`config.mk`:
```
export PLATFORM = sky130hd
export DESIGN_NAME = add_rnd_sat_pipe_flat
export DESIGN_NICKNAME = d
export VERILOG_FILES = /design/src/rtl/add_rnd_sat_pipe_if.sv /design/src/rtl/add_rnd_sat_pipe.sv /design/src/flat_wrapper.sv
export SDC_FILE = /design/constraint.sdc
export NUM_CORES = 1
export LEC_CHECK = 0
export CAP_MARGIN = 20
export CORE_UTILIZATION = 30
export DETAILED_ROUTE_END_ITERATION = 7
export GPL_TIMING_DRIVEN = 0
export MAX_ROUTING_LAYER = met4
export PLACE_DENSITY = 0.49
export REMOVE_ABC_BUFFERS = 1
export SETUP_SLACK_MARGIN = 0.5
export SYNTH_ARGS = -nofsm -noshare
export SYNTH_HDL_FRONTEND = slang
export SYNTH_SLANG_ARGS = --single-unit
export TNS_END_PERCENT = 100
```
`constraint.sdc`:
```
create_clock -name clk -period 5.4 [get_ports clk]
set_clock_uncertainty 0.1 [all_clocks]
set_input_delay 1.08 -clock clk [delete_from_list [all_inputs] [get_ports clk]]
set_output_delay 1.08 -clock clk [all_outputs]
set_load 0.01 [all_outputs]
```
`src/rtl/add_rnd_sat_pipe_if.sv`:
```
// Handshake bundle for add_rnd_sat_pipe: input stream, output stream and saturation diagnostics.
// slave = pipeline side, master = producer/consumer side.
interface add_rnd_sat_pipe_if #(
  parameter int unsigned IW    = 14,
  parameter int unsigned DW    = 13,
  parameter int unsigned CNT_W = 16
);
  logic [IW-1:0]    din;
  logic             din_valid;
  logic             din_ready;
  logic [DW-1:0]    dout;
  logic             dout_valid;
  logic             dout_ready;
  logic             dout_sat;
  logic             dout_last;
  logic             sat_clr;
  logic [CNT_W-1:0] sat_cnt;

  modport slave (
    input  din, din_valid, dout_ready, sat_clr,
    output din_ready, dout, dout_valid, dout_sat, dout_last, sat_cnt
  );

  modport master (
    output din, din_valid, dout_ready, sat_clr,
    input  din_ready, dout, dout_valid, dout_sat, dout_last, sat_cnt
  );
endinterface

```
`src/rtl/add_rnd_sat_pipe.sv`:
```
// Requantizes the DW+1 bit butterfly sum to DW bits: round off SHIFT LSBs, then saturate.
// Define ADD_RND_CONVERGENT_EN to switch ties from half-up to half-to-even rounding.
module add_rnd_sat_pipe #(
  parameter int unsigned SIGN_BIT  = 1,
  parameter int unsigned INT_BIT   = 6,
  parameter int unsigned FLT_BIT   = 6,
  parameter int unsigned SHIFT     = 1,
  parameter int unsigned FRAME_LEN = 27,
  parameter int unsigned CNT_W     = 16
) (
  input logic              clk,
  input logic              rst,
  add_rnd_sat_pipe_if.slave bus
);

  localparam int unsigned DW = SIGN_BIT + INT_BIT + FLT_BIT;
  localparam int unsigned IW = DW + 1;
  localparam int unsigned XW = IW + 1;
  localparam int unsigned FW = (FRAME_LEN > 1) ? $clog2(FRAME_LEN) : 1;

  localparam logic signed [XW-1:0] MAX_V    = XW'((1 << (DW - 1)) - 1);
  localparam logic signed [XW-1:0] MIN_V    = XW'(-(1 << (DW - 1)));
  localparam logic        [FW-1:0] LAST_IDX = FW'(FRAME_LEN - 1);

  logic [XW-1:0] ext_c;
  logic [XW-1:0] s1_d_c;
  logic [XW-1:0] s1_data;
  logic          s1_valid;
  logic          s1_adv_c;
  logic          s2_adv_c;
  logic          in_xfer_c;
  logic          out_xfer_c;
  logic          sat_c;
  logic [DW-1:0] clip_c;
  // Frame index of the next sample to enter the output register.
  logic [FW-1:0] frame_cnt;

  assign ext_c      = {bus.din[IW-1], bus.din};
  assign s2_adv_c   = !bus.dout_valid || bus.dout_ready;
  assign s1_adv_c   = !s1_valid || s2_adv_c;
  assign bus.din_ready = s1_adv_c && !rst;
  assign in_xfer_c  = bus.din_valid && bus.din_ready;
  assign out_xfer_c = bus.dout_valid && bus.dout_ready;

  // Rounding: one extra headroom bit keeps the add from overflowing.
  if (SHIFT == 0) begin : g_noshift
    assign s1_d_c = ext_c;
  end else begin : g_shift
    localparam logic [XW-1:0] HALF = XW'(1) << (SHIFT - 1);
    logic [XW-1:0] rnd_c;
    logic [XW-1:0] sum_c;
`ifdef ADD_RND_CONVERGENT_EN
    logic tie_even_c;
    assign tie_even_c = (bus.din[SHIFT-1:0] == HALF[SHIFT-1:0]) && !bus.din[SHIFT];
    assign rnd_c      = tie_even_c ? '0 : HALF;
`else
    assign rnd_c = HALF;
`endif
    assign sum_c  = ext_c + rnd_c;
    assign s1_d_c = XW'($signed(sum_c) >>> SHIFT);
  end

  // Clamp the rounded value to the DW-bit signed range.
  always_comb begin
    sat_c  = 1'b0;
    clip_c = s1_data[DW-1:0];
    if ($signed(s1_data) > MAX_V) begin
      sat_c  = 1'b1;
      clip_c = MAX_V[DW-1:0];
    end else if ($signed(s1_data) < MIN_V) begin
      sat_c  = 1'b1;
      clip_c = MIN_V[DW-1:0];
    end
  end

  always_ff @(posedge clk) begin
    if (rst) begin
      s1_valid       <= 1'b0;
      s1_data        <= '0;
      bus.dout_valid <= 1'b0;
      bus.dout       <= '0;
      bus.dout_sat   <= 1'b0;
      bus.dout_last  <= 1'b0;
      frame_cnt      <= '0;
      bus.sat_cnt    <= '0;
    end else begin
      if (s1_adv_c) begin
        s1_valid <= in_xfer_c;
        if (in_xfer_c) begin
          s1_data <= s1_d_c;
        end
      end

      // Samples load into the output register in order, so the load index is the frame index.
      if (s2_adv_c) begin
        bus.dout_valid <= s1_valid;
        if (s1_valid) begin
          bus.dout      <= clip_c;
          bus.dout_sat  <= sat_c;
          bus.dout_last <= (frame_cnt == LAST_IDX);
          frame_cnt     <= (frame_cnt == LAST_IDX) ? '0 : frame_cnt + FW'(1);
        end else begin
          bus.dout_last <= 1'b0;
        end
      end

      if (bus.sat_clr) begin
        bus.sat_cnt <= '0;
      end else if (out_xfer_c && bus.dout_sat && !(&bus.sat_cnt)) begin
        bus.sat_cnt <= bus.sat_cnt + CNT_W'(1);
      end
    end
  end

endmodule

```
`src/flat_wrapper.sv`:
```
// flat-port wrapper written by rule: the top's interface ports become plain ports
module add_rnd_sat_pipe_flat 
#(
  parameter int unsigned SIGN_BIT  = 1,
  parameter int unsigned INT_BIT   = 6,
  parameter int unsigned FLT_BIT   = 6,
  parameter int unsigned SHIFT     = 1,
  parameter int unsigned FRAME_LEN = 27,
  parameter int unsigned CNT_W     = 16
)
  (clk, rst, bus_din, bus_din_valid, bus_dout_ready, bus_sat_clr, bus_din_ready, bus_dout, bus_dout_valid, bus_dout_sat, bus_dout_last, bus_sat_cnt);
  add_rnd_sat_pipe_if #(.IW(((SIGN_BIT + INT_BIT + FLT_BIT) + 1)), .DW((SIGN_BIT + INT_BIT + FLT_BIT)), .CNT_W(CNT_W)) bus_i ();
  input logic clk;
  input logic rst;
  input wire logic [$bits(bus_i.din)-1:0] bus_din;
  input wire logic [$bits(bus_i.din_valid)-1:0] bus_din_valid;
  input wire logic [$bits(bus_i.dout_ready)-1:0] bus_dout_ready;
  input wire logic [$bits(bus_i.sat_clr)-1:0] bus_sat_clr;
  output wire logic [$bits(bus_i.din_ready)-1:0] bus_din_ready;
  output wire logic [$bits(bus_i.dout)-1:0] bus_dout;
  output wire logic [$bits(bus_i.dout_valid)-1:0] bus_dout_valid;
  output wire logic [$bits(bus_i.dout_sat)-1:0] bus_dout_sat;
  output wire logic [$bits(bus_i.dout_last)-1:0] bus_dout_last;
  output wire logic [$bits(bus_i.sat_cnt)-1:0] bus_sat_cnt;
  assign bus_i.din = bus_din;
  assign bus_i.din_valid = bus_din_valid;
  assign bus_i.dout_ready = bus_dout_ready;
  assign bus_i.sat_clr = bus_sat_clr;
  assign bus_din_ready = bus_i.din_ready;
  assign bus_dout = bus_i.dout;
  assign bus_dout_valid = bus_i.dout_valid;
  assign bus_dout_sat = bus_i.dout_sat;
  assign bus_dout_last = bus_i.dout_last;
  assign bus_sat_cnt = bus_i.sat_cnt;
  add_rnd_sat_pipe #(.SIGN_BIT(SIGN_BIT), .INT_BIT(INT_BIT), .FLT_BIT(FLT_BIT), .SHIFT(SHIFT), .FRAME_LEN(FRAME_LEN), .CNT_W(CNT_W)) u_core (.clk(clk), .rst(rst), .bus(bus_i));
endmodule
```
---- Word level (Yosys, flattened, before mapping) ----
Cells that the tools add are included.
word-level totals
  output and inout bits ................... 33
  bits of input ports ..................... 19
  bits in read-only memories .............. 0
  word-level logic and storage cells ...... 35
  register bits ........................... 52
  memory bits (writable) .................. 0
  bits in latches ......................... 0
  memories ................................ 0
cells by class
  shift-type cells ........................ 0
  mux-type cells .......................... 6
  multiply operators ...................... 0
  bitwise logic cells ..................... 0
  magnitude comparators ................... 2
  add/sub/neg operators ................... 3
  reduce and logical (&&, ||, !) cells .... 15
  equality and inequality tests ........... 1
  divide/modulo/power cells ............... 0
operators by type and width
  cell                                                           number
  two-way mux 13 bit                                             2
  adder 16 x 1 -> 16 bit (second input constant)                 1
  AND reduction 16 bit                                           1
  adder 14 x 2 -> 15 bit (second input constant)                 1
  > comparator 14 x 13 -> 1 bit (second input constant)          1
  less-than comparator 14 x 13 -> 1 bit (second input constant)  1
  adder 5 x 1 -> 5 bit (second input constant)                   1
  == test 5 bit (second input constant)                          1
  logical AND 1 bit                                              5
  two-way mux 5 bit                                              1
  zero test 1 bit                                                4
  AND reduction 2 bit                                            2
  two-way mux 1 bit                                              3
  logical OR 1 bit                                               2
  OR reduction 2 bit                                             1

---- Longest topological paths before layout ----
  word-level depth ........................ 6
  depth in mapped cells ................... 6
  mapped depth without buffers ............ 6

---- Least setup slack after synthesis ----
Ideal clock, no wire load.
  kind .................................... input -> output
  start point ............................. input rst
  end point ............................... output bus_din_ready
  required time ........................... 4.220 ns
  path slack .............................. 2.740 ns
  buffers on the path ..................... 1
  stages .................................. 2
  arrival time ............................ 1.480 ns
  cell sequence ........................... clkbuf_1 -> a21oi_1
on the way
  word-level cells in the longest chain between the ends .. 2
RTL lines
  element            line                    RTL
  from (decl)        flat_wrapper.sv:14      input logic rst;
  zero test 1 bit    add_rnd_sat_pipe.sv:41  assign bus.din_ready = s1_adv_c && !rst;
  logical AND 1 bit  add_rnd_sat_pipe.sv:41
  to (decl)          flat_wrapper.sv:19      output wire logic [$bits(bus_i.din_ready)-1:0] bus_din_ready;
Every way passes these cells.

---- Final worst setup path ----
Same ends and word-level chain as after synthesis.

==> metrics.md <==
| Metric | Value |
|---|---|
| Ports | `52` |
| Flops & latches, synth | `52` |
| Crit-path cells | `clkdlybuf4s50_1 > a21oi_1 > clkdlybuf4s50_1` |
| Fin nets | `360` |
| Worst-Skew Late Latency | `0.30 ns` |
| Synth-to-layout area growth | `28.2%` |
| Final Cycle Share | `0.737` |
| WHS Path Cells | `2` |
| Final setup viols | `0` |
| DR pass1 iterations | `4` |
| Worst setup EP type | `output port` |
| Full die area | `8460 um^2` |
| Total number of H-tree levels | `2` |
| Place WS | `1.10 ns` |
| Crit path max-delay family | `buffers and inverters` |
| Peak supply drop | `0.114 mV` |
| Root Buffer | `clkbuf_8` |
| Initial DRC Count | `71` |
| Status | `finished, final reports clean` |
| Class of the worst hold path | `reg2reg` |
| Synthesized area | `2430 um^2` |
| CP bufs+invs | `2` |
| Clock sink total | `52` |
| Setup Buffers After CTS | `0` |
| Largest net degree at the start of global routing | `27` |
| GRT overflow | `0` |
| CTS tree | `built` |
| DRC Markers | `0` |
| Worst-case clock buffer depth | `2` |
| GRT Overall Usage | `0.146` |
| Initial antenna violation count | `0` |
| Fin util | `0.401` |
| CORE AREA | `7770 um^2` |
| Max_cap viols | `0` |
| Vias in the first global route | `2089` |
| Layout cells sized above 1 | `0.0355` |
| CP arrival | `2.80 ns` |
| DR vias/cell | `5.08` |
| First-pass GRT wire length | `9790 um` |
| DRT antenna net count | `0` |
| Final WL | `5610 um` |
| CTS Buf Count | `5` |
| Most common cell after layout, fill and taps aside | `dfxtp_1` |
| Avg Inst Size Synth | `8.23 um^2` |
| Reg clk slew, reported paths | `0.09 ns` |
| Slew @ Worst Pin | `1.04 ns` |
| Die width | `92.0 um` |
| Setup TNS | `0 ns` |
| Routed via count | `2234` |
| Initial core utilization | `0.313` |
| RSZ-0062 raised after global routing | `no` |
| Max Clk Rate | `251 MHz` |
| Largest stage delay, worst path | `0.84 ns` |
| Worst Path Required | `4.22 ns` |
| Post-synthesis cell count | `295` |
| Slew Viols, Final | `0` |
| R2r worst-path depth | `4` |
| Async SR Flop Fraction | `0` |
| Worst path depth | `3` |
| # hold bufs at CTS | `0` |
| Critical path class | `in2out` |
| CP max stage cell | `clkdlybuf4s50_1` |
| Relative slew slack | `0.305` |
| Synth Flop Type | `dfxtp_1` |
| Pwr dens | `245 nW/um^2` |
| Post-synthesis sequential area ratio | `0.429` |
| Post-DR wirelength/cell | `12.8 um` |
| Reg2Reg Setup Slack | `3.05 ns` |
| Port bufs | `51` |
| Startpoint types | `primary input` |
| Ant diodes | `0` |
| Post-route setup slack | `1.42 ns` |
| Post-synth EDFFs | `0` |
| Power consumption | `0.000763 W` |
| Lkg Pwr | `1.02 nW` |
| GP Congestion | `0.825` |
| Die H | `92.0 um` |
| Most frequent cells in the layout | `52 x dfxtp_1, 51 x clkdlybuf4s50_1, 29 x nand3_1` |
| Post-DP HPWL | `4160 um` |
| Most frequent CP cell | `clkdlybuf4s50_1` |
| Rows | `32` |
| Min Clock Period, post-route | `3.98 ns` |
| Synth warnings | `0` |
| Cells resized by post-CTS repair | `0` |
| Netlist cell types | `36` |
| Hold Fails Final Rpt | `0` |
| Max Fanout on Critical Path | `22` |
==> final cells by class <==
class	instances	area [um^2]
Clock inverter	2	35.0
Timing Repair Buffer	52	515
Multi-Input combinational cell	221	1300
Clock buffer	6	72.6
Tap cell	102	128
Inverter	5	18.8
Fill cell	812	4650
Sequential cell	52	1040
==> worst paths after layout <==
check / start / to
worst max register to register: u_core.bus.dout_valid / u_core.bus.sat_cnt[15]
worst min register to register: u_core.s1_data[0] / u_core.s1_data[0]
worst max-delay path: rst / bus_din_ready
worst min-delay path: u_core.s1_data[0] / u_core.s1_data[0]
==> layer usage <==
layer  global-route usage  part of all wire
met2                0.238              0.47
met5                    -                 0
met1                0.186              0.49
met4               0.0404             0.012
met3               0.0274             0.033
==> registers in the layout, indices dropped and copies added (netlist names) <==
name / flops
u_core.bus.sat_cnt: 16
u_core.s1_data: 14
u_core.bus.dout: 13
u_core.frame_cnt: 5
u_core.bus.dout_last: 1
u_core.bus.dout_sat: 1
u_core.bus.dout_valid: 1
u_core.s1_valid: 1
==> worst register-to-register path, cell delays in order (launching register included) <==
cell     delay (ns)
dfxtp_1        0.43
nand3_1        0.38
or4_1          0.72
or4_1          0.51
a21oi_1        0.14
==> cell usage after synthesis, types with 2 or more instances <==
cell       n  area share
nor2b_1    2      0.0052
a21oi_1   18       0.037
o31ai_1    6       0.019
o21ai_0   17       0.035
and4_1     2      0.0072
or3_1      4       0.010
dfxtp_1   52        0.43
ha_1       4       0.021
nor3_1    18       0.037
inv_1      5      0.0077
nand2b_1   2      0.0052
and2_1     2      0.0052
nand2_1   17       0.026
nor4_1     4       0.010
nand3_1   29       0.060
o311ai_0   2      0.0072
nand3b_1   2      0.0062
nor2_1    26       0.040
or4_1      9       0.028
xor2_1     8       0.029
nand4_1   12       0.031
a211oi_1  13       0.040
buf_1      2      0.0031
and3_1     7       0.018
clkbuf_1  14       0.022
xnor2_1    8       0.029
==> where the power goes <==
| group | total [W] | leakage, nW | internal (W) | switching [W] |
|---|---|---|---|---|
| logic | 0.0000894 | 0.544 | 0.0000432 | 0.0000462 |
| clock network | 0.000262 | 0.0552 | 0.000138 | 0.000125 |
| registers | 0.000412 | 0.425 | 0.000401 | 0.0000110 |
==> per-stage QoR <==
| step | instance area [um^2] | instances | hold slack, ns |
|---|---|---|---|
| 6_report | 3110 | 440 | 0.359 |
| 5_1_grt | 3110 | 440 | 0.391 |
| 4_1_cts | 3110 | 440 | 0.366 |
| 3_5_place_dp | 3010 | 432 | 0.351 |
| 3_3_place_gp | 3000 | 431 | 0.348 |
| 2_1_floorplan | 2360 | 278 | 0.335 |
==> kinds of logic after synthesis <==
group | after synthesis | synth area share
flip-flops | 52 | 0.429
buffers and inverters | 22 | 0.0345
XOR/XNOR | 16 | 0.0577
AND/OR/NAND/NOR | 142 | 0.310
adder cells (fa/ha/maj) | 4 | 0.0206
AO/OA/AOI/OAI | 59 | 0.148
(Power assumes the default switching activity.)
